**config.mk**
```make
export PLATFORM = sky130hd
export DESIGN_NAME = md_bus_share
export DESIGN_NICKNAME = d
export VERILOG_FILES = /design/src/rtl/md_bus_share.sv
export SDC_FILE = /design/constraint.sdc
export NUM_CORES = 1
export LEC_CHECK = 0
export CORE_MARGIN = 5
export CORE_UTILIZATION = 40
export CTS_BUF_LIST = sky130_fd_sc_hd__clkbuf_4 sky130_fd_sc_hd__clkbuf_8
export CTS_CLUSTER_SIZE = 25
export DETAILED_ROUTE_END_ITERATION = 12
export GPL_TIMING_DRIVEN = 1
export PLACE_DENSITY_LB_ADDON = 0.1
export REMOVE_ABC_BUFFERS = 1
export SKIP_LAST_GASP = 1
export SYNTH_ARGS = -nofsm -noshare
export SYNTH_HDL_FRONTEND = slang
export SYNTH_SLANG_ARGS = --single-unit
```
**constraint.sdc**
```tcl
create_clock -name MCLK -period 2.6 [get_ports MCLK]
set_clock_uncertainty 0.05 [all_clocks]
set_input_delay 0.65 -clock MCLK [delete_from_list [all_inputs] [get_ports MCLK]]
set_output_delay 0.65 -clock MCLK [all_outputs]
set_load 0.005 [all_outputs]
```
**src/rtl/md_bus_share.sv**
```systemverilog
// Shared-bus owner sequencer: round-robin arbitration of N sources onto one
// bidirectional bus with turnaround gaps, hold limit, contention flag and test override.
module md_bus_share #(
  parameter int W        = 16,
  parameter int N        = 4,
  parameter int TURN     = 1,
  parameter int HOLD_MAX = 64,
  localparam int OW      = (N > 2) ? $clog2(N) : 1
) (
  input  logic            MCLK,
  input  logic            SRES,
  input  logic [N-1:0]    REQ,
  input  logic [N*W-1:0]  SRC_o,
  input  logic [W-1:0]    BUS_i,
  input  logic            TEST_EN,
  input  logic [OW-1:0]   TEST_OWN,
  input  logic            CLR,
  output logic [W-1:0]    BUS_o,
  output logic            BUS_d,
  output logic [N-1:0]    GNT,
  output logic [OW-1:0]   OWNER,
  output logic            TIMEOUT,
  output logic            CONT
);

  localparam int HW = (HOLD_MAX > 0) ? $clog2(HOLD_MAX + 1) : 1;
  localparam int GW = (TURN > 1) ? $clog2(TURN) : 1;

  typedef enum logic [1:0] {S_IDLE, S_GAP, S_OWN} state_t;

  state_t          state, state_nxt;
  logic [OW-1:0]   owner, owner_nxt;
  logic [OW-1:0]   ptr, ptr_nxt;
  logic [N-1:0]    gnt, gnt_nxt;
  logic            bus_d, bus_d_nxt;
  logic [HW-1:0]   hold_cnt, hold_nxt;
  logic [GW-1:0]   gap_cnt, gap_nxt;
  logic            first_own, first_nxt;
  logic            tmode, tmode_nxt;
  logic            timeout, timeout_nxt;
  logic            cont, cont_nxt;

  logic [W-1:0]    src_w [N];
  logic [OW:0]     pick;
  logic            arb_hit;
  logic [OW-1:0]   arb_idx;
  logic            others_pending;
  logic            hold_sat;
  logic            preempt;
  logic            own_end;

  // First set request strictly after base, wrapping modulo N; MSB flags a hit.
  function automatic logic [OW:0] rr_pick(input logic [N-1:0] req, input logic [OW-1:0] base);
    logic [OW:0] r;
    r = '0;
    for (int i = N; i >= 1; i--) begin
      int j;
      j = (int'(base) + i) % N;
      if (req[OW'(j)]) r = {1'b1, OW'(j)};
    end
    return r;
  endfunction

  for (genvar g = 0; g < N; g++) begin : g_src
    assign src_w[g] = SRC_o[g*W +: W];
  end

  assign BUS_o   = bus_d ? '0 : src_w[owner];
  assign BUS_d   = bus_d;
  assign GNT     = gnt;
  assign OWNER   = owner;
  assign TIMEOUT = timeout;
  assign CONT    = cont;

  always_comb begin
    pick    = rr_pick(REQ, ptr);
    arb_hit = TEST_EN ? (int'(TEST_OWN) < N) : pick[OW];
    arb_idx = TEST_EN ? TEST_OWN : pick[OW-1:0];
  end

  // The limit only bites when someone else is waiting; otherwise the count saturates.
  assign others_pending = |(REQ & ~gnt);
  assign hold_sat       = (HOLD_MAX == 0) || (hold_cnt == HW'(HOLD_MAX));
  assign preempt        = !tmode && (HOLD_MAX != 0) && (hold_cnt == HW'(HOLD_MAX)) && others_pending;
  assign own_end        = tmode ? (!TEST_EN || (TEST_OWN != owner))
                                : (!REQ[owner] || TEST_EN || preempt);

  always_ff @(posedge MCLK or negedge SRES) begin
    if (!SRES) begin
      state     <= S_IDLE;
      owner     <= '0;
      ptr       <= '0;
      gnt       <= '0;
      bus_d     <= 1'b1;
      hold_cnt  <= '0;
      gap_cnt   <= '0;
      first_own <= 1'b0;
      tmode     <= 1'b0;
      timeout   <= 1'b0;
      cont      <= 1'b0;
    end else begin
      state     <= state_nxt;
      owner     <= owner_nxt;
      ptr       <= ptr_nxt;
      gnt       <= gnt_nxt;
      bus_d     <= bus_d_nxt;
      hold_cnt  <= hold_nxt;
      gap_cnt   <= gap_nxt;
      first_own <= first_nxt;
      tmode     <= tmode_nxt;
      timeout   <= timeout_nxt;
      cont      <= cont_nxt;
    end
  end

  always_comb begin
    state_nxt   = state;
    owner_nxt   = owner;
    ptr_nxt     = ptr;
    gnt_nxt     = gnt;
    bus_d_nxt   = bus_d;
    hold_nxt    = hold_cnt;
    gap_nxt     = gap_cnt;
    first_nxt   = first_own;
    tmode_nxt   = tmode;
    timeout_nxt = 1'b0;
    cont_nxt    = cont & ~CLR;
    case (state)
      S_IDLE: begin
        if (arb_hit) begin
          state_nxt = S_OWN;
          owner_nxt = arb_idx;
          gnt_nxt   = N'(1) << arb_idx;
          bus_d_nxt = 1'b0;
          hold_nxt  = '0;
          first_nxt = 1'b1;
          tmode_nxt = TEST_EN;
          if (!TEST_EN) ptr_nxt = arb_idx;
        end
      end
      S_OWN: begin
        // Read-back on the first owned cycle is still settling, so it is not judged.
        if (!first_own && (BUS_i != BUS_o)) cont_nxt = 1'b1;
        if (own_end) begin
          state_nxt   = (TURN == 0) ? S_IDLE : S_GAP;
          gnt_nxt     = '0;
          bus_d_nxt   = 1'b1;
          gap_nxt     = '0;
          timeout_nxt = preempt;
        end else begin
          first_nxt = 1'b0;
          if (!hold_sat) hold_nxt = hold_cnt + HW'(1);
        end
      end
      S_GAP: begin
        if (gap_cnt == GW'(TURN - 1)) state_nxt = S_IDLE;
        else gap_nxt = gap_cnt + GW'(1);
      end
      default: state_nxt = S_IDLE;
    endcase
  end

endmodule

```
Word-level counts from Yosys, hierarchy flattened
Cells that the tools add are included.
{"block": "word_totals", "register_bits": 23, "input_bits": 90}
{"block": "op_classes", "eq_ne": 10, "shift": 1, "mux": 49, "addsub": 6, "order_cmp": 6, "n_reduce_logical": 21, "n_bitwise": 6}
{"operator": "16-bit 2-to-1 mux", "count": 3}
{"operator": "16-bit binary-select mux with 2-bit select", "count": 1}
{"operator": "1-bit 2-to-1 mux", "count": 21}
{"operator": "7-bit 2-to-1 mux", "count": 3}
{"operator": "2-bit by 4-bit < comparator with 1-bit output, second input constant", "count": 4}
{"operator": "16-bit != test", "count": 1}
{"operator": "7-bit one-hot mux with 2 select lines", "count": 1}
{"operator": "3-bit 2-to-1 mux", "count": 4}
{"operator": "3-bit AND reduction", "count": 4}
{"operator": "1-bit binary-select mux with 2-bit select", "count": 5}
{"operator": "2-bit != test, second input constant", "count": 5}
{"operator": "2-bit 2-to-1 mux", "count": 4}
{"operator": "4-bit 2-to-1 mux", "count": 2}
{"operator": "4-bit one-hot mux with 2 select lines", "count": 1}
{"operator": "7-bit by 1-bit adder with 7-bit output, second input constant", "count": 1}
{"operator": "7-bit equality test, second input constant", "count": 1}
{"operator": "1-bit one-hot mux with 2 select lines", "count": 3}
{"operator": "2-bit one-hot mux with 3 select lines", "count": 1}
{"operator": "2-bit by 1-bit adder with 2-bit output, second input constant", "count": 2}
{"operator": "2-bit adder, second input constant", "count": 2}
{"operator": "4-bit bitwise AND", "count": 1}
{"operator": "1-bit zero test", "count": 4}
{"operator": "4-bit NOT", "count": 1}
{"operator": "2-bit AND reduction", "count": 2}
{"operator": "other kinds (16)", "count": 22}

Depth between registers and ports, before layout
{"block": "logic_depth", "ltp_word": 12, "ltp_mapped": 8}

Worst setup path before layout
No wires, ideal clock.
{"block": "synth_timing", "path_type": "input to register", "from": "input SRC_o[26]", "to": "register cont, in the netlist CONT", "t_arrival_ns": 2.183, "cell_stages": 6, "path_slack_ns": 0.249, "t_required_ns": 2.432, "path_cell_list": "mux4_1 > xnor2_1 > a32oi_1 > a32o_1 > or4_1 > a21o_1"}
{"block": "synth_via", "elab_chain_cells": 8}
{"element": "start, declared", "line": "13", "source": "input logic [N*W-1:0] SRC_o,"}
{"element": "16-bit binary-select mux with 2-bit select", "line": "68", "source": "assign BUS_o = bus_d ? '0 : src_w[owner];"}
{"element": "16-bit 2-to-1 mux (not written as such) (2 in a row)", "line": "68"}
{"element": "16-bit 2-to-1 mux", "line": "68"}
{"element": "16-bit != test", "line": "143", "source": "if (!first_own && (BUS_i != BUS_o)) cont_nxt = 1'b1;"}
{"element": "1-bit logical AND", "line": "143"}
{"element": "1-bit 2-to-1 mux", "line": "143"}
{"element": "1-bit 2-to-1 mux", "line": "128", "source": "case (state)"}
{"element": "net cont_nxt", "line": "41", "source": "logic cont, cont_nxt;"}
{"element": "end signal, assigned", "line": "112", "source": "cont <= cont_nxt;"}
{"element": "end, declared", "line": "41"}
The timed path passes the listed nets, and every way through them passes these cells. The select of a mux whose other input is x is not followed.
A chain may end at the register's enable or synchronous reset.

Final worst setup path
{"block": "layout_timing", "from": "register owner[0], in the netlist OWNER[0]", "to": "register cont, in the netlist CONT"}
{"block": "layout_via", "elab_chain_cells": 9}
{"element": "start, declared", "line": "32", "source": "logic [OW-1:0] owner, owner_nxt;"}
{"element": "start signal, assigned", "line": "103", "source": "owner <= owner_nxt;"}
{"element": "2-bit NOT with 3-bit output (not written as such)", "line": "68"}
{"element": "16-bit binary-select mux with 2-bit select", "line": "68"}
{"element": "16-bit 2-to-1 mux (not written as such) (2 in a row)", "line": "68"}
{"element": "16-bit 2-to-1 mux", "line": "68"}
{"element": "16-bit != test", "line": "143"}
{"element": "1-bit logical AND", "line": "143"}
{"element": "1-bit 2-to-1 mux", "line": "143"}
{"element": "1-bit 2-to-1 mux", "line": "128"}
{"element": "net cont_nxt", "line": "41"}
The timed path passes the listed nets, and every way through them passes these cells. The select of a mux whose other input is x is not followed.

==> impl_summary.md <==
Critical path
The setup path with the least slack is of type reg2reg. In this run the worst path has a maximum fanout of 6. The delay of the slowest cell on the worst path is 0.54 ns. The library cell contributing the largest single delay on the critical path is mux4_2.

The critical path capture point type is a register. At the worst endpoint, the required time is 2.71 ns. The startpoint type of the worst setup path is a register. The critical path arrival is 2.71 ns. The critical path goes through buf_12 > mux4_2 > buf_6 > xnor2_2 > a32oi_2 > a32o_2 > or4_1 > a21o_1.

Synthesis
The synthesized design contains 22 register bits. The number of instances in the synthesized netlist is 220. The cell area after technology mapping is 2000 um2. The fraction of post-synthesis cell area in the top cell type by area is approximately a quarter.

During synthesis, Yosys emitted a total of 0 warnings. Ranked by total cell area, the synthesized netlist is headed by dfrtp_1, mux2i_1, mux4_1, xnor2_1, o21ai_0. Summed over all instances, the cell type with the most area after synthesis is dfrtp_1. The proportion of register bits with asynchronous set or reset after synthesis is 100%. Of the synthesized area, sequential elements account for approximately 28%. The synthesized netlist contains 50 unique library cells. The synthesized area per cell is approximately 9.1 um2.

The dominant synthesized flop cell is dfrtp_1. Counting flops with a built-in enable in the synthesized netlist gives 0.

Timing
The final hold violation count is 0. The worst path setup slack after routing is -0.00138 ns. The max-slew violation count is 0. Setup violations remaining at the end of the flow were counted as 1. The highest clock rate is 0.384 GHz. For the pin with the worst max-slew slack, the measured transition is around 0.45 ns. The worst slew margin relative to its limit is ~70%.

The setup TNS is -0.00138 ns. The final critical path takes up 100% of the cycle. Counting I/O delays and the setup requirement, the final critical path takes 2.60 ns. Setup repair after global routing could not meet its margin everywhere.

Finish
The ratio of cells with drive above 1 in the final layout is slightly above 20%. 0 antenna diodes ended up in the layout. Leaving out filler cells and counting taps, the final layout contains 439. The number of fillers in the final layout is 345. In the layout the commonest cells are clkdlybuf4s50_1, buf_4, dfrtp_1, mux2i_1. The library cell used most frequently in the layout, excluding fill and tap cells, is clkdlybuf4s50_1. For this run, the post-layout net count is approximately 470.

The area growth from synthesis to layout is 82.4%.

Run status
The final reports fail on negative setup slack. The run finished, with violations left.

Die
For this design the top-level I/O count stands at 115. In this run the core area contains 25 standard-cell rows. The core region is ~4800 um2. From left edge to right edge, the die measures just over 80 um.

The die is ~81 um tall. The die covers 6510 um2. Once the floorplan was initialized, standard cells occupied 41.7% of the core.

Placed design
The quantity of I/O buffers inserted on ports is 114. The post-placement setup slack is -0.355 ns. The placed cell count is 421. The post-detailed-placement half-perimeter wirelength is 5480 um. The weighted congestion at the end of routability-driven global placement is 0.835.

Clocking
Clock latency on the worst-skew pair, taken at its later pin, is 0.26 ns. The maximum root-to-sink buffer count is 2. The H-tree depth reported by CTS is 1. TritonCTS built the clock tree. The clock drives 22 sinks.

In this run, CTS created clock tree buffers numbering 3. The CTS root buffer is clkbuf_8. Clock-pin slew was measured on the worst setup and hold paths at 0.08 ns.

Drt
After detailed routing, the average wire length per cell comes to 17.3 um. For this block, the via count after detailed routing is between 2k and 2.5k. After detailed routing, the total wire length is between 7000 and 8000 um. The post-detailed-route count of antenna-violating nets is 0. The number of iterations in the first detailed-routing pass is 4. After detailed routing, the number of vias per cell comes to 5.28. For this block, the initial DRC count from the detailed router was ~100. The DRC violations left is 0.

Power and ir drop
For this design the ratio of total power to cell area is 897 nW/um2. The leakage power summed over all cells is 1.75 nW. The worst-case IR drop observed on VDD is 0.607 mV.

GRT
The first global-routing pass estimated approximately 11000 um of wire. After global routing the overflow that remains totals 0. The number of global-route vias before repair came to around 2.2k. The largest net degree at the start of global routing is 25. The initial antenna violation count is 0.

The global routing usage summed across all routing layers is between 20% and 30%.

Run
The tool flagged a number of max-cap violations equal to 0.

Worst hold path
The path class of the lowest-slack min-delay path is reg2reg.
-- per-layer routing --
layer  wire, um  vias to the layer above  share of wire, %  global-route usage, %
met5          0                        -                 0                      0
met3        578                       14               7.6                   4.04
met1       3080                     1086                40                   26.4
li1           -                     1121                 -                      -
met2       3820                       97                50                   37.2
met4        125                        0               1.6                   4.39
-- what timing repair did --
action                                  CTS  global route
endpoints found under the setup margin   17             9
gates resized for setup                  37            33
buffers inserted                          9             5
pin swaps                                 6             8
hold buffers                              0             0
cloned                                    0             0
-- metrics by stage --
step / instance area (um2) / util [%] / hold slack [ns] / power (mW)
finish: 3640 / 76.1 / 0.465 / 3.27
floorplan: 1950 / - / 0.304 / 1.65
CTS: 3540 / 73.9 / 0.471 / 3.13
global placement: 3420 / 71.5 / 0.441 / 2.76
detailed placement: 3420 / 71.5 / 0.452 / 2.80
global route: 3640 / 76.1 / 0.498 / 3.51
-- critical path, delay by kind of cell (launching register included) --
kind	cells	cell delay, ns
simple gates	1	0.50
flops	1	0.41
compound gates	3	0.56
buf+inv	2	0.28
xor+xnor	1	0.16
mux	1	0.54
-- registers in the layout (all words and copies together) (netlist names) --
name	cells
CONT	1
tmode	1
first_own	1
TIMEOUT	1
GNT	4
state	2
BUS_d	1
OWNER	2
ptr	2
hold_cnt	7
-- worst paths after layout --
kind / startpoint / endpoint / slack (ns) / cells past startpoint
setup reg to reg: OWNER[0]$_DFFE_PN0P_ / CONT$_DFF_PN0_ / -0.001 / 8
hold reg to reg: first_own$_DFFE_PN0P_ / first_own$_DFFE_PN0P_ / 0.47 / 2
hold / removal: first_own$_DFFE_PN0P_ / first_own$_DFFE_PN0P_ / 0.47 / 2
min in group asynchronous: SRES / hold_cnt[1]$_DFFE_PN0P_ / 0.65 / 1
setup / recovery: OWNER[0]$_DFFE_PN0P_ / CONT$_DFF_PN0_ / -0.001 / 8
max in group asynchronous: SRES / OWNER[1]$_DFFE_PN0P_ / 1.30 / 2
-- cell type report --
| type | instances | area, um2 | share of cell area [%] |
|---|---|---|---|
| Sequential cell | 22 | 553 | 15.2 |
| Tap cell | 67 | 83.8 | 2.30 |
| Timing Repair Buffer | 158 | 1520 | 41.8 |
| Multi-Input combinational cell | 176 | 1390 | 38.2 |
| Clock buffer | 4 | 48.8 | 1.34 |
| Inverter | 12 | 45.0 | 1.24 |
-- cell usage after synthesis, drive strengths merged, types with 3 or more instances --
cell and number:
a21oi 4, buf 4, nand2b 3, nand2 19, clkbuf 6, o21ai 16, or2 3, and3 3
a31oi 4, nor2b 8, mux4 9, a21o 3, dfrtp 21, xnor2 13, a32o 3, o22ai 11
mux2i 20, inv 12, nor2 20
-- power by group --
| part | switching [mW] | internal (mW) | leakage (nW) | total, mW |
|---|---|---|---|---|
| logic | 1.04 | 1.41 | 1.44 | 2.45 |
| registers | 0.123 | 0.468 | 0.282 | 0.592 |
| clock network | 0.107 | 0.120 | 0.0262 | 0.226 |
-- cell families after synthesis --
family	after synthesis	synth area share, %
simple gates	73	19.0
flops	22	27.6
fa+ha+maj	2	1.25
compound gates	56	18.7
xor+xnor	14	6.14
mux	31	22.6
buf+inv	22	4.70
(Power assumes the default switching activity.)
